## src/rtl/alarm_scheduler.sv

```systemverilog
// alarm_scheduler
//   Holds NUM_ALARMS alarm slots and shares a single time comparator between
//   them. After each accepted second tick the slots are scanned one per cycle,
//   lowest index first; the first armed slot whose time equals the latched
//   tick time starts ringing. The ring / snooze / stop lifecycle of that slot
//   is sequenced here and drives the buzzer/LED enable.
//
// Ports
//   clk, rst_n      clock, asynchronous active-low reset
//   sec_tick        1-cycle pulse, cur_time just advanced by one second
//   cur_time        {hour[17:12], min[11:6], sec[5:0]}
//   wr_en/wr_idx/wr_time/wr_armed   slot load (illegal times rejected)
//   stop_key, snooze_key            debounced 1-cycle key pulses
//   alarming        ring enable (registered)
//   active_idx      slot that matched, meaningful in RING/SNOOZE
//   state           00 IDLE, 01 SCAN, 10 RING, 11 SNOOZE
//   slot_armed      armed bit of every slot
//   wr_err          1-cycle pulse after a rejected write

// One alarm slot: time plus armed bit, loaded only by validated writes.
module alarm_slot (
    input  logic        clk,
    input  logic        rst_n,
    input  logic        we,
    input  logic [17:0] wr_time,
    input  logic        wr_armed,
    output logic [17:0] slot_time,
    output logic        armed
);
    always_ff @(posedge clk or negedge rst_n) begin
        if (!rst_n) begin
            slot_time <= '0;
            armed     <= 1'b0;
        end else if (we) begin
            slot_time <= wr_time;
            armed     <= wr_armed;
        end
    end
endmodule

module alarm_scheduler #(
    parameter  int NUM_ALARMS  = 4,
    parameter  int RING_SECS   = 60,
    parameter  int SNOOZE_SECS = 300,
    localparam int IDX_W       = $clog2(NUM_ALARMS)
) (
    input  logic                  clk,
    input  logic                  rst_n,
    input  logic                  sec_tick,
    input  logic [17:0]           cur_time,
    input  logic                  wr_en,
    input  logic [IDX_W-1:0]      wr_idx,
    input  logic [17:0]           wr_time,
    input  logic                  wr_armed,
    input  logic                  stop_key,
    input  logic                  snooze_key,
    output logic                  alarming,
    output logic [IDX_W-1:0]      active_idx,
    output logic [1:0]            state,
    output logic [NUM_ALARMS-1:0] slot_armed,
    output logic                  wr_err
);
    typedef enum logic [1:0] {
        S_IDLE   = 2'b00,
        S_SCAN   = 2'b01,
        S_RING   = 2'b10,
        S_SNOOZE = 2'b11
    } state_t;

    localparam logic [IDX_W-1:0] LAST_IDX  = IDX_W'(NUM_ALARMS - 1);
    // ring_cnt+1 == RING_SECS is tested as ring_cnt == RING_SECS-1
    localparam logic [7:0]       RING_LAST = 8'(RING_SECS - 1);
    localparam logic [8:0]       SNZ_INIT  = 9'(SNOOZE_SECS);

    state_t                       state_q, state_d;
    logic [IDX_W-1:0]             ptr_q, ptr_d;
    logic [IDX_W-1:0]             act_q, act_d;
    logic [17:0]                  cmp_q, cmp_d;
    logic [7:0]                   ring_q, ring_d;
    logic [8:0]                   snz_q, snz_d;
    logic                         alarming_q;
    logic                         wr_err_q;

    logic [NUM_ALARMS-1:0][17:0]  slot_time;
    logic [NUM_ALARMS-1:0]        slot_we;
    logic                         time_ok, wr_ok, abort, hit;

    assign time_ok = (wr_time[17:12] <= 6'd23) && (wr_time[11:6] <= 6'd59) &&
                     (wr_time[5:0] <= 6'd59);
    assign wr_ok   = wr_en && time_ok;

    genvar gi;
    generate
        for (gi = 0; gi < NUM_ALARMS; gi++) begin : g_slot
            assign slot_we[gi] = wr_ok && (wr_idx == IDX_W'(gi));
            alarm_slot u_slot (
                .clk       (clk),
                .rst_n     (rst_n),
                .we        (slot_we[gi]),
                .wr_time   (wr_time),
                .wr_armed  (wr_armed),
                .slot_time (slot_time[gi]),
                .armed     (slot_armed[gi])
            );
        end
    endgenerate

    // Compare uses the registered slot contents, so a write landing on the
    // same edge is not seen by this comparison.
    assign hit = slot_armed[ptr_q] && (slot_time[ptr_q] == cmp_q);

    // Any accepted write to the slot being serviced cancels the alarm.
    assign abort = wr_ok && (wr_idx == act_q) &&
                   ((state_q == S_RING) || (state_q == S_SNOOZE));

    always_comb begin
        state_d = state_q;
        ptr_d   = ptr_q;
        act_d   = act_q;
        cmp_d   = cmp_q;
        ring_d  = ring_q;
        snz_d   = snz_q;
        case (state_q)
            S_IDLE: begin
                if (sec_tick) begin
                    cmp_d   = cur_time;
                    ptr_d   = '0;
                    state_d = S_SCAN;
                end
            end
            // Ticks arriving here are dropped on purpose.
            S_SCAN: begin
                if (hit) begin
                    state_d = S_RING;
                    act_d   = ptr_q;
                    ring_d  = '0;
                end else if (ptr_q == LAST_IDX) begin
                    state_d = S_IDLE;
                end else begin
                    ptr_d = ptr_q + 1'b1;
                end
            end
            S_RING: begin
                if (abort || stop_key) begin
                    state_d = S_IDLE;
                    ring_d  = '0;
                end else if (snooze_key) begin
                    state_d = S_SNOOZE;
                    snz_d   = SNZ_INIT;
                    ring_d  = '0;
                end else if (sec_tick) begin
                    if (ring_q == RING_LAST) begin
                        state_d = S_IDLE;
                        ring_d  = '0;
                    end else begin
                        ring_d = ring_q + 8'd1;
                    end
                end
            end
            S_SNOOZE: begin
                // snooze_key is deliberately ignored here
                if (abort || stop_key) begin
                    state_d = S_IDLE;
                    snz_d   = '0;
                end else if (sec_tick) begin
                    if (snz_q == 9'd1) begin
                        state_d = S_RING;
                        ring_d  = '0;
                        snz_d   = '0;
                    end else begin
                        snz_d = snz_q - 9'd1;
                    end
                end
            end
            default: state_d = S_IDLE;
        endcase
    end

    always_ff @(posedge clk or negedge rst_n) begin
        if (!rst_n) begin
            state_q    <= S_IDLE;
            ptr_q      <= '0;
            act_q      <= '0;
            cmp_q      <= '0;
            ring_q     <= '0;
            snz_q      <= '0;
            alarming_q <= 1'b0;
            wr_err_q   <= 1'b0;
        end else begin
            state_q    <= state_d;
            ptr_q      <= ptr_d;
            act_q      <= act_d;
            cmp_q      <= cmp_d;
            ring_q     <= ring_d;
            snz_q      <= snz_d;
            alarming_q <= (state_d == S_RING);
            wr_err_q   <= wr_en && !time_ok;
        end
    end

    assign alarming   = alarming_q;
    assign active_idx = act_q;
    assign state      = state_q;
    assign wr_err     = wr_err_q;
endmodule

```

## config.mk

```make
export PLATFORM = sky130hd
export DESIGN_NAME = alarm_scheduler
export DESIGN_NICKNAME = d
export VERILOG_FILES = /design/src/rtl/alarm_scheduler.sv
export SDC_FILE = /design/constraint.sdc
export NUM_CORES = 1
export LEC_CHECK = 0
export ABC_AREA = 1
export CORE_ASPECT_RATIO = 0.7
export CORE_UTILIZATION = 32
export DETAILED_ROUTE_END_ITERATION = 10
export HOLD_SLACK_MARGIN = 0.08
export PLACE_DENSITY = 0.57
export SLEW_MARGIN = 20
export SYNTH_ARGS = -nofsm -noshare
export SYNTH_HDL_FRONTEND = slang
export SYNTH_SLANG_ARGS = --single-unit
```

## constraint.sdc

```tcl
create_clock -name clk -period 2.2 [get_ports clk]
set_input_delay 0.33 -clock clk [delete_from_list [all_inputs] [get_ports clk]]
set_output_delay 0.33 -clock clk [all_outputs]
set_load 0.05 [all_outputs]
```

After elaboration in Yosys (flattened, before gate mapping)
Index checks and enable logic that the tools add are counted.

storage, ports and cells
  register bits = 119
  latch bits = 0
  RAM bits = 0
  memory bits (read-only) = 0
  input port bits = 45
  memories = 0

cells by class
  add/sub/neg operators = 3
  multipliers = 0
  div/mod/pow operators = 0
  $lt $le $gt $ge = 4
  eq/ne operators = 23
  shift-type cells = 0
  mux-type cells = 34
  bitwise logic cells = 0
  reductions and logical operators = 24

operator list
  operator             number
  $mux 8               8
  $mux 9               5
  $bmux 18 s2          1
  $mux 2               13
  $pmux 8 s3           1
  $eq 18x18->1         1
  $mux 18              1
  $pmux 9 s2           1
  $ne 2x2->1 const B   8
  $eq 2x2->1 const B   6
  $le 6x6->1 const B   2
  $logic_and 1x1->1    11
  $eq 9x1->1 const B   1
  $sub 9x1->9 const B  1
  $add 8x1->8 const B  1
  $eq 8x6->1 const B   1
  $pmux 2 s4           1
  $reduce_and 4->1     2
  $le 6x5->1 const B   1
  $reduce_and 6->1     1
  $eq 2x1->1 const B   2
  $logic_not 2->1      2
  $ne 4x3->1 const B   1
  $pmux 2 s2           1
  12 further kinds     15

Depth between registers and ports, before layout
  word-level depth = 10
  gate-level depth with buffers = 15

Hierarchy
From an unflattened synthesis, not the netlist that was laid out.

unflattened totals
  cells, all modules = 846
  area total of the unflattened synthesis = 6356.1 um^2

by module, submodules not included
  module           instances  cells each  area each (um^2)  sequential area each (um^2)
  alarm_scheduler  1          526         3403.3            1076.0
  alarm_slot       4          80          738.2             475.5

Least setup slack after synthesis
OpenSTA, ideal clock, no wires.

  path kind = register to register
  from = register state_q[1] (netlist: state[1])
  to = register snz_q[8]
  setup time = 76 ps
  arrival = 1911 ps
  required time = 2124 ps
  setup slack = 213 ps
  cell stages (with the launch flop) = 14
  path buffers = 1
  cells stage by stage = dfrtp_1 inv_1 nor2_1 nand2_1 nor2_1 nand3_1 nand2_1 inv_2 nand2_1 nand2_1 nand3_1 buf_2 nand2_1 o21ai_1

between the ends
  longest elaborated chain between the ends = 6

ends and longest elaborated chain
  item                                                      line      text
  start: declaration                                        75        state_t state_q, state_d;
  start signal: assignment                                  190       state_q <= state_d;
  $eq 2x2->1                                                114, 123
  $logic_or 1x1->1                                          114       ((state_q == S_RING) || (state_q == S_SNOOZE));
  $logic_and 1x1->1                                         113       assign abort = wr_ok && (wr_idx == act_q) &&
  $logic_or 1x1->1                                          144, 162
  $ne 3x2->1 (no line), or another cell as far along        -
  $reduce_and 4->1 (no line) or $pmux 9 s2 (tied branches)  -
  end signal: assignment                                    195       snz_q <= snz_d;
  end: declaration                                          80        logic [8:0] snz_q, snz_d;

Parallel ways exist; a longest one is shown, timed or not.
A chain may end at the register's enable or synchronous reset.

Worst setup path in the final report
  from = register ptr_q[0]
  to = register ring_q[5]

between the ends
  longest elaborated chain between the ends = 6

ends and longest elaborated chain
  item                           line  text
  start: declaration             76    logic [IDX_W-1:0] ptr_q, ptr_d;
  start signal: assignment       191   ptr_q <= ptr_d;
  $bmux 18 s2                    110   assign hit = slot_armed[ptr_q] && (slot_time[ptr_q] == cmp_q);
  $mux 18 (not written as such)  110
  $eq 18x18->1                   110
  $logic_and 1x1->1 *            110
  $ne 2x2->1 (no line) *         -
  $reduce_and 6->1 (no line) *   -
  end signal: assignment         194   ring_q <= ring_d;
  end: declaration               79    logic [7:0] ring_q, ring_d;

Every way passes the cells marked *; elsewhere a longest branch is shown, timed or not. The select of a mux whose other input is x is not followed.

==> flow_summary_export.csv <==
group,metric,value,unit
critical_path,rr_worst_depth,15,
yosys,yosysMostFrequentCell,"nand2_1",
grt,grt_pass1_vias,5068,
clocking,clock-sinks,119,
power,p_int,5.681,mW
power,p_per_area,1147,nW/um^2
die,start_util,33.32,%
sta,post-route-min-period,2.071,ns
finish,antenna_cells,0,
clocking,cts_max_level,4,
clocking,cts_tree,"done",
sta,hold_ws,0.3925,ns
die,core_area,18310,sq um
sta,post-route-period-util,94.14,%
power,switchingPower,3.247,mW
worst_hold_path,hp-class,"in -> async",
clocking,cts_buffers,17,
die,ioPinCount,55,
critical_path,r2r_setup_slack,0.13,ns
power,swShare,36.37,%
critical_path,crit_required,2.55,ns
route,wl_per_cell,14.73,microns
finish,fin_nets,929,
critical_path,cp_cell_sequence,"inv_4 -> buf_12 -> nand2_1 -> nand3_1 -> nand2_1 -> nand2_1 -> nand2_1 -> nor2_1 -> nand2_1 -> nor2_2 -> nand3_2 -> nand2_4 -> buf_4 -> nand3_1 -> nand2_1",
critical_path,cp_max_fo,12,
sta,rsz0062_at_grt,"no",
route,num_vias,5314,
yosys,synth_cell_types,31,
power,p_clk_share,30.5,%
clocking,clkLatencyLatePin,0.41,ns
sta,max_freq,0.4829,GHz
critical_path,worst-setup-path-type,"reg -> reg",
critical_path,endpoint_kind,"register",
yosys,synth.avg_cell_area,7.609,sq um
clocking,clockBufferDepth,2,
grt,grt_use_total,17.95,%
route,drt_iter0_markers,476,
power,seq_power_share,34.4,%
die,die_h,117.5,microns
yosys,synthCells,802,
placement,hpwl,11400,microns
route,drc,0,
sta,finalSetupViolCount,0,
route,routed_via_density,4.711,
finish,syn_to_final_growth,27.58,%
sta,worstMarginPinSlew,0.5018,ns
grt,grt_overflow,0,
yosys,synth_ff_type,"dfrtp_1",
yosys,yosysSeqAreaShare,48.80,%
clocking,clk_pin_slew,0.06,ns
route,detail-route-antenna-nets,0,
sta,slew_violations,0,
yosys,ys_seq_elements,119,
placement,io_buffers,54,
route,totalWireLength,16620,microns
yosys,synth_edf_count,0,
sta,hold_viol,0,
grt,grt_pass1_wl,27330,microns
placement,gp_congestion,0.8383,
sta,skew,0.007864,ns
yosys,synth.top_cells.by_count,"nand2_1, dfrtp_1, o21ai_0",
finish,stdcell_count,1128,
flow_run,cap_violations,0,
route,dr.pass1.iters,5,
die,rows,41,
critical_path,cpPeakStageDelay,0.45,ns
clocking,clockRootBuffer,"clkbuf_16",
placement,dpl.cell_count,1094,
sta,relSlewSlack,66.44,%
yosys,netlist.area_leader.share,48.80,%
yosys,ys_warn_count,0,
critical_path,regToRegEndpoint,"ring_q[5]",
placement,placed_cell_area,7122,sq um
yosys,synth_nets,851,
yosys,synth_area,6102,sq um
yosys,synth_area_leaders,"dfrtp_1, nand2_1, o21ai_0",
sta,fin_tns_setup,0,ns
finish,drive_gt1_share,11.32,%
finish,fin_area,7785,sq um
critical_path,cp-start-kind,"register",
power,p_leak,3.799,nW
grt,grt_max_degree,67,
yosys,ys_async_sr_fraction,100.0,%
status,status,"completed",
grt,grt_antenna_before_repair,0,
finish,finish.utilization,42.51,%
critical_path,path_common_cell,"nand2_1",
critical_path,cp.arrival,2.42,ns
critical_path,r2r_start,"ptr_q[0]",
critical_path,cp_slowest_cell,"dfrtp_2",
yosys,yosysTopAreaCell,"dfrtp_1",
power,p_comb_share,35.1,%
die,die_area,19630,sq um
power,peakVddDrop,0.5225,mV
die,die_w,167.1,microns
==> state kept, by name (all words and copies together) (netlist names) <==
| register | count |
|---|---|
| g_slot.u_slot.armed | 4 |
| g_slot.u_slot.slot_time | 72 |
| cmp_q | 18 |
| snz_q | 9 |
| ring_q | 8 |
| alarming | 1 |
| wr_err | 1 |
| ptr_q | 2 |
| active_idx | 2 |
| state | 2 |
==> per-stage QoR <==
| step | setup slack (ns) | power, mW |
|---|---|---|
| global route | 0.001403 | 9.541 |
| floorplan | 0.2130 | 5.029 |
| detailed placement | -0.1347 | 6.079 |
| finish | 0.1290 | 8.928 |
| global placement | -0.08699 | 6.032 |
| CTS | 0.05353 | 8.841 |
==> worst max path at each step <==
stage,start,endpoint,depth (start not counted)
6_report,ptr_q[0],ring_q[5],15
5_1_grt,ptr_q[0],ring_q[2],15
4_1_cts,ptr_q[0],ring_q[2],15
3_5_place_dp,wr_time[16],snz_q[3],12
3_3_place_gp,wr_time[16],snz_q[5],12
2_1_floorplan,state[1],snz_q[8],13
==> kinds of logic after synthesis <==
logic type | share of synthesized area (%)
muxes | 2.584
xor gates and xnor gates | 1.435
adders and majority gates | 0.8202
buffers and inverters | 6.192
DFF | 48.80
and+or+nand+nor | 32.38
AOI/OAI and AO/OA | 7.792
==> layout make-up <==
class	instances	area (sq um)
inverter	57	216.5
multi-input combinational	593	2776
clock inverter	8	97.59
tap	236	295.3
timing repair buffer	92	942.2
fill	1831	10530
sequential	119	2979
clock buffer	23	478.0
==> power groups by stage <==
stage / clock network, mW / registers (mW) / logic (mW)
final: 2.72 / 3.07 / 3.13
after global routing: 2.88 / 3.13 / 3.53
after CTS: 2.77 / 3.05 / 3.02
after detailed placement: 0 / 3.08 / 3.00
after global placement: 0 / 3.07 / 2.96
after floorplan: 0 / 2.97 / 2.06
==> cell usage in the layout (no fill, tap or decap), drive strengths merged <==
cell           Yosys  layout
nor3               5       5
mux2              14      14
dlygate4sd3        0       1
buf               17      37
a21oi              8       8
nor2              64      64
o31ai              2       2
ha                 4       4
nand3b            13      13
inv               57      57
bufinv             0       2
nor4               1       1
dfrtp            119     119
clkinvlp           0       3
clkinv             0       3
o21ai             84      84
xnor2              3       3
and3               1       1
clkdlybuf4s50      0      53
nand3             66      66
or2                2       2
nand2            308     308
and2               1       1
clkbuf            16      24
nand4             10      10
xor2               7       7
==> routing by layer <==
metal | wire [microns] | global-route usage [%]
met2 | 6817 | 25.08
met3 | 550 | 2.925
met4 | 114 | 5.787
met1 | 9135 | 27.75
met5 | 0 | 0
==> critical path, delay by kind of cell (launching register included) <==
kind	cells	cell delay [ns]
simple gates	12	1.16
flops	1	0.45
buf+inv	3	0.39
==> what timing repair did <==
| action | 4_1_cts | 5_1_grt |
|---|---|---|
| buffers inserted | 0 | 1 |
| gates resized for setup | 0 | 13 |
| setup endpoints to repair | 0 | 10 |
| hold endpoints to repair | 23 | 0 |
| hold buffers | 1 | 0 |
No activity file was read; power rests on OpenSTA's default activity.
==> edit 1: new RTL, same flow settings <==
`NUM_ALARMS`: 4 -> 16.
--- a/src/rtl/alarm_scheduler.sv
+++ b/src/rtl/alarm_scheduler.sv
@@ -39,7 +39,7 @@
 endmodule
 
 module alarm_scheduler #(
-    parameter  int NUM_ALARMS  = 4,
+    parameter  int NUM_ALARMS  = 16,
     parameter  int RING_SECS   = 60,
     parameter  int SNOOZE_SECS = 300,
     localparam int IDX_W       = $clog2(NUM_ALARMS)
Interface: changed (resized active_idx, slot_armed and wr_idx); port bits go from 55 to 71. The function was not compared with the original's and may differ.
==> edit 1 against the unedited design <==
- the flow now finishes with violations (setup timing)
- area after synthesis rose to 2.8 times the old value
- sequential cell count increased by 232
- setup slack worse by 0.56 ns
- die area rose to 2.7 times the old value
- routed wire length grew to 3.3 times the old value
- final area grew to 2.7 times the old value
- fmax shrank 21%
- total power rose to 2.8 times the old value
==> edit 1: results <==
group,metric,value,unit
route,drt-met1-wl,26090,um
placed_design,numPortBuffers,70,
placed_design,post-place-cells,2964,
synthesis,yosysSeqAreaShare,52.17,%
placed_design,gp_congestion,0.8512,
global_routing,grt_pass1_vias,14520,
run_status,violations,"setup timing",
timing,finClkSkew,0.01815,ns
layout,drive_gt1_share,14.17,%
layout,finalNonFillerCells,3053,
clock_tree,cts.path.max_buffers,3,
global_routing,use_met2,30.10,%
global_routing,grt_pass1_wl,84950,um
timing,setup_viol,19,
synthesis,ys_types,33,
synthesis,synth_common_cells,"nand2_1, dfrtp_1, o21ai_0, nor2_1, nand3_1",
pwr,seqPwrFrac,33.5,%
timing,fin_ws,-0.4303,ns
pwr,ir_worst_vdd,0.5279,mV
timing,worstMarginPinSlew,0.7516,ns
setup_path,critPathArrivalTime,3.05,ns
global_routing,grtUsageMet1,29.90,%
synthesis,synthCells,2208,
route,wire_per_inst,17.96,um
synthesis,synth_nets,2259,
run_status,status,"finished with violations",
layout,final_nets,2403,
pwr,power.internal,0.01545,W
setup_path,slowest_stage,"dfrtp_4",
route,routed-wl-met2,23190,um
setup_path,crit_path_max_fanout,7,
clock_tree,insertion_delay,0.54,ns
layout,fill_cells,5153,
global_routing,met3_usage,4.446,%
synthesis,synth.area.top_cells,"dfrtp_1, nand2_1, o21ai_0",
route,drt_iter0_markers,1482,
clock_tree,htree_num_levels,2,
layout,reg.largest.list,"g_slot.u_slot.slot_time (288), cmp_q (18), g_slot.u_slot.armed (16)",
==> edit 1: cell count changes in the layout (fill, tap and decap cells not counted), moves of 11 or more <==
| cell | delta |
|---|---|
| nand2_2 | +40 |
| clkbuf_16 | +22 |
| buf_12 | +38 |
| clkdlybuf4s50_1 | +14 |
| dfrtp_1 | +230 |
| buf_4 | +82 |
| a21oi_1 | +20 |
| nand3_1 | +73 |
| inv_1 | +64 |
| o21ai_1 | +11 |
| nand2_1 | +474 |
| o21ai_0 | +235 |
| nor2_1 | +115 |
| buf_6 | +12 |
==> edit 1: kinds of logic (layout without fill, tap and decap cells) <==
| kind of cell | count (synthesis) | after routing | share of synthesized area, % |
|---|---|---|---|
| AO/OA/AOI/OAI | 369 | 369 | 11.10 |
| adder cells (fa/ha/maj) | 4 | 4 | 0.2973 |
| buffers and inverters | 268 | 438 | 6.912 |
| XOR/XNOR | 10 | 10 | 0.5202 |
| AND/OR/NAND/NOR | 1201 | 1202 | 28.66 |
| multiplexers | 5 | 5 | 0.3344 |
| flip-flops | 351 | 351 | 52.17 |
==> edit 1: worst paths after layout <==
check                           cells past startpoint                              to  slack, ns
worst min-delay path                                2  g_slot[14].u_slot.slot_time[2]       0.37
worst max register to register                     18                   active_idx[3]      -0.43
worst max-delay path                               18                   active_idx[3]      -0.43
worst min register to register                      2  g_slot[8].u_slot.slot_time[17]       0.46
max in group asynchronous                           3  g_slot[2].u_slot.slot_time[16]       1.00
min in group clk                                    3                        cmp_q[6]       0.38
==> edit 1: final cells by class <==
| cell class | count | area (um2) | area share, % |
|---|---|---|---|
| flip-flops and latches | 351 | 8790 | 41.25 |
| multi-input cells | 1590 | 7172 | 33.66 |
| repair buffers | 248 | 2783 | 13.06 |
| clock buffers | 55 | 1074 | 5.038 |
| well taps | 674 | 843.3 | 3.958 |
| inverters | 124 | 480.5 | 2.255 |
| clock inverters | 10 | 157.7 | 0.7399 |
| repair inverters | 1 | 8.758 | 0.04110 |
==> edit 1: repair_timing <==
item                       4_1_cts  5_1_grt
resized for setup               47       73
hold endpoints to repair        58        0
hold buffers                     1        0
cloned                           3        6
setup endpoints to repair       20       62
pin swaps                       22       50
setup buffers                    9        7
==> edit 1: metrics by stage <==
step | hold slack [ns] | instance area (um2) | power [W] | util [%]
6_report | 0.3712 | 21310 | 0.02490 | 41.48
5_1_grt | 0.3923 | 21310 | 0.02648 | 41.48
4_1_cts | 0.3657 | 20970 | 0.02441 | 40.81
3_5_place_dp | 0.3784 | 19420 | 0.01717 | 37.80
3_3_place_gp | 0.3720 | 19420 | 0.01707 | 37.80
2_1_floorplan | 0.03441 | 16840 | 0.01349 | -
==> edit 2: new RTL, config.mk and constraints unchanged <==
Made on the original files. Add an input register stage for `wr_time`, with the module's reset; this delays it by one clock. The other inputs are not delayed to match.
--- a/src/rtl/alarm_scheduler.sv
+++ b/src/rtl/alarm_scheduler.sv
@@ -72,6 +72,16 @@
     localparam logic [7:0]       RING_LAST = 8'(RING_SECS - 1);
     localparam logic [8:0]       SNZ_INIT  = 9'(SNOOZE_SECS);
 
+    logic [17:0] wr_time_q;
+
+    always_ff @(posedge clk or negedge rst_n) begin
+        if (!rst_n) begin
+            wr_time_q <= '0;
+        end else begin
+            wr_time_q <= wr_time;
+        end
+    end
+
     state_t                       state_q, state_d;
     logic [IDX_W-1:0]             ptr_q, ptr_d;
     logic [IDX_W-1:0]             act_q, act_d;
@@ -85,8 +95,8 @@
     logic [NUM_ALARMS-1:0]        slot_we;
     logic                         time_ok, wr_ok, abort, hit;
 
-    assign time_ok = (wr_time[17:12] <= 6'd23) && (wr_time[11:6] <= 6'd59) &&
-                     (wr_time[5:0] <= 6'd59);
+    assign time_ok = (wr_time_q[17:12] <= 6'd23) && (wr_time_q[11:6] <= 6'd59) &&
+                     (wr_time_q[5:0] <= 6'd59);
     assign wr_ok   = wr_en && time_ok;
 
     genvar gi;
@@ -97,7 +107,7 @@
                 .clk       (clk),
                 .rst_n     (rst_n),
                 .we        (slot_we[gi]),
-                .wr_time   (wr_time),
+                .wr_time   (wr_time_q),
                 .wr_armed  (wr_armed),
                 .slot_time (slot_time[gi]),
                 .armed     (slot_armed[gi])
Function: changed (Yosys sat finds a counterexample within 4 cycles, from zero or initial values and one cycle with rst_n low).
==> edit 2 against the unedited design <==
- area after synthesis is 5.7% higher
- clock skew is 0.0050 ns higher
- utilization is 1.6 points lower
- via count is 0.47% lower
- total power is 2.7% higher
- synthesized cell count is 2.9% lower
- routed wire length hardly changed
- hold slack worse by 0.085 ns
- die area is 5.6% higher
- setup slack better by 0.023 ns
- sequential share of layout area is 4.0 points higher
- first-iteration DRC count is 5.9% higher
- final area is 4.1% higher
- sequential cell count is 18 higher
- critical endpoint is now state[1]
- highest routed layer unchanged
==> edit 2: results <==
group,metric,value,unit
run_status,status,"finished, final reports clean",
layout,finalNonFillerCells,1126,
global_routing,grtUsageMet1,27.51,%
setup_path,crit_path_max_fanout,6,
placed_design,place_area,0.007460,mm2
timing,max_slew_margin,66.48,%
setup_path,critPathArrivalTime,1.72,ns
global_routing,grt_max_degree,71,
setup_path,ff2ff_setup_slack,0.22,ns
synthesis,synth_nets,828,
route,drt_iter0_markers,504,
global_routing,met3_usage,3.830,%
timing,finClkSkew,0.01291,ns
clock_tree,insertion_delay,0.43,ns
setup_path,slowest_stage,"clkdlybuf4s50_1",
setup_path,crit_start,"state[1]",
setup_path,rr_endpoint,"ring_q[6]",
layout,final_nets,892,
synthesis,synth_common_cells,"nand2_1, dfrtp_1, o21ai_0, nand3_1, inv_1",
placed_design,dp_hpwl,11310,um
route,vias,5289,
synthesis,synthCells,779,
placed_design,gp_congestion,0.8490,
global_routing,grt_pass1_vias,4950,
synthesis,synth.area.top_cells,"dfrtp_1, nand2_1, o21ai_0",
route,drt_wl_total,16630,um
global_routing,grt_pass1_wl,27170,um
setup_path,cpLargestDelayFamily,"buffers and inverters",
-- edit 2: through the flow --
step / util (%) / total power (W) / hold WS, ns
floorplan: - / 0.005199 / 0.03441
global placement: 37.68 / 0.006189 / 0.1895
detailed placement: 37.68 / 0.006222 / 0.1913
CTS: 40.75 / 0.009199 / 0.3044
global route: 40.95 / 0.009771 / 0.3234
finish: 40.95 / 0.009165 / 0.3072
-- edit 2: repair_timing --
action / in CTS / in global routing
hold buffers: 1 / 0
setup endpoints to repair: 0 / 13
resized for setup: 0 / 6
endpoints found under the hold margin: 67 / 0
buffers inserted: 0 / 1
-- edit 2: area by class of cell --
| cell class | instances | area share (%) |
|---|---|---|
| sequential | 137 | 42.28 |
| multi-input combinational | 550 | 32.81 |
| timing repair buffer | 79 | 10.66 |
| clock buffer | 19 | 5.463 |
| tap | 270 | 4.167 |
| inverter | 58 | 2.685 |
| clock inverter | 13 | 1.929 |
-- edit 2: cell families after synthesis --
group           count (synthesis)  synth area share [%]
compound gates                 99                 7.758
xor+xnor                       12                 1.629
fa+ha+maj                       4                0.7758
buf+inv                        92                 5.993
flops                         137                 53.14
mux                            15                 2.618
simple gates                  420                 28.08
-- edit 2: metal layers --
layer	up-vias	share of wire, %
li1	2636	-
met1	2502	54
met2	134	39
met3	17	5.8
met4	0	1.3
met5	-	0
-- edit 2: power groups by stage --
stage               registers [W]  clock network, W  logic (W)
finish                    0.00344           0.00293    0.00279
global route              0.00350           0.00310    0.00317
CTS                       0.00343           0.00299    0.00277
detailed placement        0.00347                 0    0.00276
global placement          0.00347                 0    0.00272
floorplan                 0.00333                 0    0.00187
-- edit 2: worst max-delay path by stage --
stage                endpoint  slack, ns  depth (start not counted)
floorplan           ring_q[2]       0.24                         11
global placement    ring_q[5]       0.12                         15
detailed placement   snz_q[0]        0.1                         12
CTS                 ring_q[6]       0.08                         15
global route        ring_q[3]     -0.001                         15
finish               state[1]       0.15                          1
